==> config.mk <==
export PLATFORM = sky130hd
export DESIGN_NAME = qpsk_mod
export DESIGN_NICKNAME = d
export VERILOG_FILES = /design/src/rtl/qpsk_mod.sv
export SDC_FILE = /design/constraint.sdc
export NUM_CORES = 1
export LEC_CHECK = 0
export CAP_MARGIN = 25
export CORE_MARGIN = 1.5
export CORE_UTILIZATION = 38
export CTS_BUF_LIST = sky130_fd_sc_hd__clkbuf_4
export CTS_CLUSTER_SIZE = 16
export DETAILED_ROUTE_END_ITERATION = 8
export PLACE_DENSITY = 0.87
export SETUP_SLACK_MARGIN = 0.1
export SLEW_MARGIN = 20
export SYNTH_ARGS = -nofsm -noshare
export SYNTH_HDL_FRONTEND = slang
export SYNTH_SLANG_ARGS = --single-unit
==> constraint.sdc <==
create_clock -name clk -period 2.4 [get_ports clk]
set_input_delay 0.24 -clock clk [delete_from_list [all_inputs] [get_ports clk]]
set_output_delay 0.24 -clock clk [all_outputs]
set_load 0.1 [all_outputs]
==> src/rtl/qpsk_mod.sv <==
// ============================================================================
// Module   : qpsk_mod
// Purpose  : Serial-bit to QPSK symbol mapper with ready/valid handshakes on
//            both sides; two bits (b0 -> I, b1 -> Q) form one Q1.15 symbol.
// Option   : define QPSK_MOD_BLOCK_CNT_EN to enable the per-block symbol
//            counter that drives last_out; otherwise last_out is tied to 0.
// Revision : 1.0 - initial release
// ============================================================================
`default_nettype none

module qpsk_mod #(
    parameter logic signed [15:0] AMP         = 16'sd23170,
    parameter int                 SYM_PER_BLK = 96
) (
    input  logic        clk,
    input  logic        resetN,
    input  logic        data_in,
    input  logic        valid_in,
    output logic        ready_out,
    output logic [15:0] I_out,
    output logic [15:0] Q_out,
    output logic        valid_out,
    input  logic        ready_in,
    output logic        last_out
);

    localparam logic [0:0]  WAIT_I = 1'b0;
    localparam logic [0:0]  WAIT_Q = 1'b1;

    localparam logic [15:0] AMP_POS = AMP;
    localparam logic [15:0] AMP_NEG = -AMP;

    logic [0:0]  state_q, state_d;
    logic        b0_q, b0_d;
    logic        valid_q, valid_d;
    logic [15:0] i_q, i_d;
    logic [15:0] q_q, q_d;

    logic        ready_w;
    logic        in_xfer_w;
    logic        out_xfer_w;
    logic        b1_xfer_w;

    assign in_xfer_w  = valid_in && ready_w;
    assign out_xfer_w = valid_q && ready_in;
    assign b1_xfer_w  = in_xfer_w && (state_q == WAIT_Q);

    // ------------------------------------------------------------------
    // FSM: state register
    // ------------------------------------------------------------------
    always_ff @(posedge clk or negedge resetN) begin
        if (!resetN) begin
            state_q <= WAIT_I;
        end else begin
            state_q <= state_d;
        end
    end

    // ------------------------------------------------------------------
    // FSM: next-state logic
    // ------------------------------------------------------------------
    always_comb begin
        state_d = state_q;
        case (state_q)
            WAIT_I: if (in_xfer_w) state_d = WAIT_Q;
            WAIT_Q: if (in_xfer_w) state_d = WAIT_I;
            default: state_d = WAIT_I;
        endcase
    end

    // ------------------------------------------------------------------
    // FSM: outputs. The second bit may only enter once the output slot is
    // free or being drained this cycle, so a held symbol is never lost.
    // ------------------------------------------------------------------
    always_comb begin
        ready_w = 1'b0;
        if (resetN) begin
            case (state_q)
                WAIT_I:  ready_w = 1'b1;
                WAIT_Q:  ready_w = !valid_q || ready_in;
                default: ready_w = 1'b0;
            endcase
        end
    end

    assign ready_out = ready_w;

    // ------------------------------------------------------------------
    // Symbol datapath
    // ------------------------------------------------------------------
    always_comb begin
        b0_d    = b0_q;
        valid_d = valid_q;
        i_d     = i_q;
        q_d     = q_q;

        if (in_xfer_w && (state_q == WAIT_I)) begin
            b0_d = data_in;
        end

        if (b1_xfer_w) begin
            i_d     = b0_q    ? AMP_NEG : AMP_POS;
            q_d     = data_in ? AMP_NEG : AMP_POS;
            valid_d = 1'b1;
        end else if (out_xfer_w) begin
            valid_d = 1'b0;
        end
    end

    always_ff @(posedge clk or negedge resetN) begin
        if (!resetN) begin
            b0_q    <= 1'b0;
            valid_q <= 1'b0;
            i_q     <= 16'd0;
            q_q     <= 16'd0;
        end else begin
            b0_q    <= b0_d;
            valid_q <= valid_d;
            i_q     <= i_d;
            q_q     <= q_d;
        end
    end

    assign I_out     = i_q;
    assign Q_out     = q_q;
    assign valid_out = valid_q;

`ifdef QPSK_MOD_BLOCK_CNT_EN
    localparam int               CNT_W    = (SYM_PER_BLK > 1) ? $clog2(SYM_PER_BLK) : 1;
    localparam logic [CNT_W-1:0] CNT_LAST = CNT_W'(SYM_PER_BLK - 1);

    logic [CNT_W-1:0] cnt_q, cnt_d;
    logic             last_q, last_d;

    // Counter indexes the symbol being formed; last tags it as it is loaded.
    always_comb begin
        cnt_d  = cnt_q;
        last_d = last_q;
        if (b1_xfer_w) begin
            last_d = (cnt_q == CNT_LAST);
            cnt_d  = (cnt_q == CNT_LAST) ? '0 : cnt_q + 1'b1;
        end
    end

    always_ff @(posedge clk or negedge resetN) begin
        if (!resetN) begin
            cnt_q  <= '0;
            last_q <= 1'b0;
        end else begin
            cnt_q  <= cnt_d;
            last_q <= last_d;
        end
    end

    assign last_out = last_q;
`else
    assign last_out = 1'b0;
`endif

endmodule

`default_nettype wire

Word-level counts from Yosys, hierarchy flattened
Index checks and enable logic that the tools add are counted.
{"block": "word_totals", "register_bits": 35, "out_inout_bits": 35, "wordCells": 22}
{"block": "classes", "mux": 9, "bitwise_logic": 1, "n_reduce_logical": 7}
{"operator": "16-bit 2-to-1 mux", "count": 2}
{"operator": "1-bit 2-to-1 mux", "count": 5}
{"operator": "1-bit logical AND", "count": 4}
{"operator": "1-bit case mux with 2 select lines", "count": 2}
{"operator": "2-bit nonzero test", "count": 1}
{"operator": "1-bit zero test", "count": 1}
{"operator": "1-bit logical OR", "count": 1}
{"operator": "1-bit inverter", "count": 1}

Depth between registers and ports, before layout
{"block": "logic_depth", "word_depth": 7, "ltp_mapped": 5, "mapped_depth_nobuf": 4}

Least setup slack after synthesis
No wires, ideal clock.
{"block": "synth_path", "path_type": "register to register", "startpoint": "register valid_q (netlist: valid_out)", "endpoint": "register i_q[13] (netlist: I_out[13])", "setup_ns": 0.127, "t_arrival_ns": 1.890, "slack_ns": 0.383, "path_stages_with_launch": 6, "n_path_buf": 1, "period_less_slack_ns": 2.017, "path_cell_list": "dfrtp_1 > nand3b_1 > and3_1 > ha_1 > buf_6 > mux2_4"}
{"block": "synth_between", "elab_chain_len": 6}
{"item": "start, declared", "line_no": "35", "text": "logic valid_q, valid_d;"}
{"item": "start signal, assigned", "line_no": "118", "text": "valid_q <= valid_d;"}
{"item": "1-bit zero test", "line_no": "80", "text": "WAIT_Q: ready_w = !valid_q || ready_in;"}
{"item": "1-bit logical OR", "line_no": "80"}
{"item": "1-bit case mux with 2 select lines", "line_no": "78", "text": "case (state_q)"}
{"item": "1-bit 2-to-1 mux", "line_no": "77", "text": "if (resetN) begin"}
{"item": "1-bit logical AND", "line_no": "44", "text": "assign in_xfer_w = valid_in && ready_w;"}
{"item": "1-bit logical AND", "line_no": "46", "text": "assign b1_xfer_w = in_xfer_w && (state_q == WAIT_Q);"}
{"item": "named net b1_xfer_w", "line_no": "42", "text": "logic b1_xfer_w;"}
{"item": "end signal, assigned", "line_no": "119", "text": "i_q <= i_d;"}
{"item": "end, declared", "line_no": "36", "text": "logic [15:0] i_q, i_d;"}
The timed path passes the listed nets, and every way through them passes these cells.
A chain may end at the register's enable or synchronous reset.

Worst setup path in the final report
{"block": "layout_path", "startpoint": "input port ready_in", "endpoint": "register q_q[13] (netlist: Q_out[13])"}
{"block": "layout_between", "elab_chain_len": 5}
{"item": "start, declared", "line_no": "23", "text": "input logic ready_in,"}
{"item": "1-bit logical OR", "line_no": "80"}
{"item": "1-bit case mux with 2 select lines", "line_no": "78"}
{"item": "1-bit 2-to-1 mux", "line_no": "77"}
{"item": "1-bit logical AND", "line_no": "44"}
{"item": "1-bit logical AND", "line_no": "46"}
{"item": "named net b1_xfer_w", "line_no": "42"}
{"item": "end signal, assigned", "line_no": "120", "text": "q_q <= q_d;"}
{"item": "end, declared", "line_no": "37", "text": "logic [15:0] q_q, q_d;"}
The timed path passes the listed nets, and every way through them passes these cells.

==> results.txt <==
The proportion of synthesized area in mux cells came out at a little over a tenth. For this configuration, the core starts out at a cell density of a little over two fifths. In this run the worst path has a maximum fanout of 6. The final layout net count is 77. After detailed routing, the number of vias per cell comes to approximately 4. Adding up every negative setup slack in the final design gives 0 ns.

The worst register-to-register path has a depth of 4. Global routing consumed, over all layers together, between 10% and 20% of the routing resources. Ranked by total cell area, the synthesized netlist is headed by sky130_fd_sc_hd__buf_4 37%, sky130_fd_sc_hd__dfrtp_1 35%, sky130_fd_sc_hd__mux2_4 5.3%.

The global-route wire length before repair is 1.39 mm. The critical path runs through a total of 5 cells. The sequential-to-total area share from yosys stat came out at 35.4%. The Yosys warning count came out at 0.

The post-CTS setup repair buffer count came out at 0. The cell family with the largest share of critical-path delay is buffers and inverters. The final max-slew violation count came to 0. The iteration-0 DRC count of the detailed router came out at 5. The number of flops mapped to enable cells by yosys came out at 0. Relative to the synthesized area, the layout overhead comes to 22.6%. The antenna diode count is 0. The region available for standard cell placement spans about 0.0014 mm^2. The cell count after synthesis is 55. The remaining routing DRC violations came out at 0. Clock tree synthesis selected as its root buffer the cell sky130_fd_sc_hd__clkbuf_4. In the layout the commonest cells are 32 x sky130_fd_sc_hd__buf_4, 8 x sky130_fd_sc_hd__dfrtp_1, 5 x sky130_fd_sc_hd__inv_1.

The final clock period utilization by the worst path came out at between 60% and 70%. The clock slew at the register clock pins of the worst setup and hold paths came out at 0.05 ns. The master of the slowest instance on the critical path is sky130_fd_sc_hd__clkdlybuf4s50_1. The fraction of the mapped netlist area in adder cells is roughly 4.4%. The area share of and/or/nand/nor cells after synthesis came out at between 4 and 5%. The worst clock skew on the final layout is roughly 0.0036 ns. The final antenna-violating net count is 0.

The clock buffer count from CTS is 3. The most common cell after layout, fill and taps aside is sky130_fd_sc_hd__buf_4. The category of the worst setup path launch point is an input port. The average wire length per cell after detail routing is 10.5 um. The number of hold-repair buffers added at the cts stage came out at 0. At the worst endpoint, the arrival time is 1.68 ns. From left edge to right edge, the die measures 41.6 um. After global routing the overflow that remains totals 0.

The ratio of cells with drive above 1 in the final layout came out at between 50% and 60%. The critical path goes through clkdlybuf4s50_1, nand3b_1, and3_1, ha_1, mux2_4. The setup slack of the worst register-to-register path is 0.94 ns. The count of buffer and inverter cells on the critical path is 1.

In this run the critical register-to-register path is captured at Q_out[13]. The largest net degree at the start of global routing is 11. The main combinational cell family by area after synthesis is buffers and inverters. The synthesized-area fraction occupied by ao, oa, aoi and oai cells came out at 1.55%. The minimum period implied by the final worst setup slack came out at around 1.5 ns. The data required time at the worst endpoint is roughly 2.5 ns. TritonCTS built the clock tree. The worst setup path is of the in2reg kind. The number of filler instances in the final layout came out at between 100 and 150. The share of synthesized flip-flops with an asynchronous set or reset came out at between 90% and 100%. The worst setup path is captured at a register. The H-tree depth came out at 1. After synthesis, the mean cell area works out to about 10 um^2.

The vertical extent of the die is around 42 um. The number of vias in the routed layout is between 300 and 400. The flow ran to the end, and the final reports show no timing, DRC or antenna violations. The die covers about 0.0017 mm^2. Setup repair after global routing left no endpoint under its margin.

In this run the core area contains 13 standard-cell rows. The final hold violation count came out at 0. The top cell type's share of synthesized area came out at approximately 37%. The final wirelength is about 870 um.

For this design the top-level I/O count stands at 40. During placement, the flow inserted port buffers numbering 36. The biggest area contributor in the post-synthesis netlist is sky130_fd_sc_hd__buf_4. After Yosys synthesis, XOR and XNOR cells account for 0% of the synthesized area. The HPWL reported at the end of detailed placement is slightly above 700 um. The largest stage delay on the critical path is 0.47 ns. The source of the worst register-to-register timing path is valid_out. The buffer levels on the longest clock path came out at 2. Setup violations remaining at the end of the flow were counted as 0.

The detailed-router iteration count before antenna repair came out at 4. The cell area after technology mapping came out at 566 um^2. Derived from the worst setup path, the maximum achievable clock frequency is 647 MHz. The distinct cell type count after synthesis came out at 14. Counting every sink on the clock net gives 8. The clock insertion delay at the later pin of the skew report came out at 0.25 ns.

The via count of the first global-routing pass is 314. The initial antenna violation count is 0. The leading register cell type out of synthesis is sky130_fd_sc_hd__dfrtp_1. The tool flagged a number of max-cap violations equal to 0. Routability-driven placement finished with a final weighted congestion of between 0.7 and 0.8. The post-cts resize count came out at 0. The synthesized design contains 8 register bits. The worst hold path belongs to the class in2async.
==> how the worst max path moves through the flow <==
stage	startpoint	endpoint
2_1_floorplan	valid_out	I_out[13]
4_1_cts	ready_in	Q_out[13]
6_report	ready_in	Q_out[13]
3_5_place_dp	ready_in	I_out[13]
5_1_grt	ready_in	Q_out[13]
3_3_place_gp	ready_in	I_out[13]
==> sequential cells by signal (all words and copies together), names as in the netlist <==
signal,count
I_out,3
Q_out,2
b0_q,1
state_q,1
valid_out,1
==> per-stage QoR <==
stage | hold WS, ns | utilization (%) | std cells | setup WS, ns | area [um^2]
floorplan | -0.0556 | - | 57 | 0.383 | 573
global placement | 0.464 | 49.7 | 80 | 0.638 | 671
detailed placement | 0.466 | 49.7 | 80 | 0.586 | 671
CTS | 0.313 | 51.3 | 83 | 0.852 | 693
global route | 0.326 | 51.3 | 83 | 0.801 | 693
finish | 0.313 | 51.3 | 83 | 0.855 | 693
==> worst reg2reg max path, delay by kind of cell, from the launching register on <==
kind	cells	cell delay, ns
AND/OR/NAND/NOR	2	0.29
adder cells (fa/ha/maj)	1	0.34
multiplexers	1	0.33
flip-flops	1	0.39
==> Yosys cell counts (2+ instances only) <==
cell type and n:
sky130_fd_sc_hd__ha_1 2, sky130_fd_sc_hd__dfrtp_1 8, sky130_fd_sc_hd__mux2i_1 2, sky130_fd_sc_hd__mux2_4 2, sky130_fd_sc_hd__buf_4 28, sky130_fd_sc_hd__inv_1 5
==> per-layer routing <==
metal / part of all wire [%] / GRT usage, % / vias up
met1: 39 / 11.9 / 151
met3: 14 / 8.26 / 0
met5: 0 / 0 / -
li1: - / - / 166
met4: 0 / 5.81 / 0
met2: 47 / 15.0 / 22
==> kinds of logic after synthesis <==
family,count (synthesis)
buffers and inverters,34
DFF,8
other,1
and+or+nand+nor,4
muxes,5
AOI/OAI and AO/OA,1
adders and majority gates,2
==> cell type report <==
type	instances	area, um^2	area share, %
Timing Repair Buffer	37	300	43.3
Sequential cell	8	200	28.9
Multi-Input combinational cell	15	133	19.1
Clock buffer	3	22.5	3.25
Inverter	5	18.8	2.71
Tap cell	15	18.8	2.71
Power is left out: the tool's default activity adds up to more than one toggle a clock period on the data nets, which glitch-free logic cannot reach.
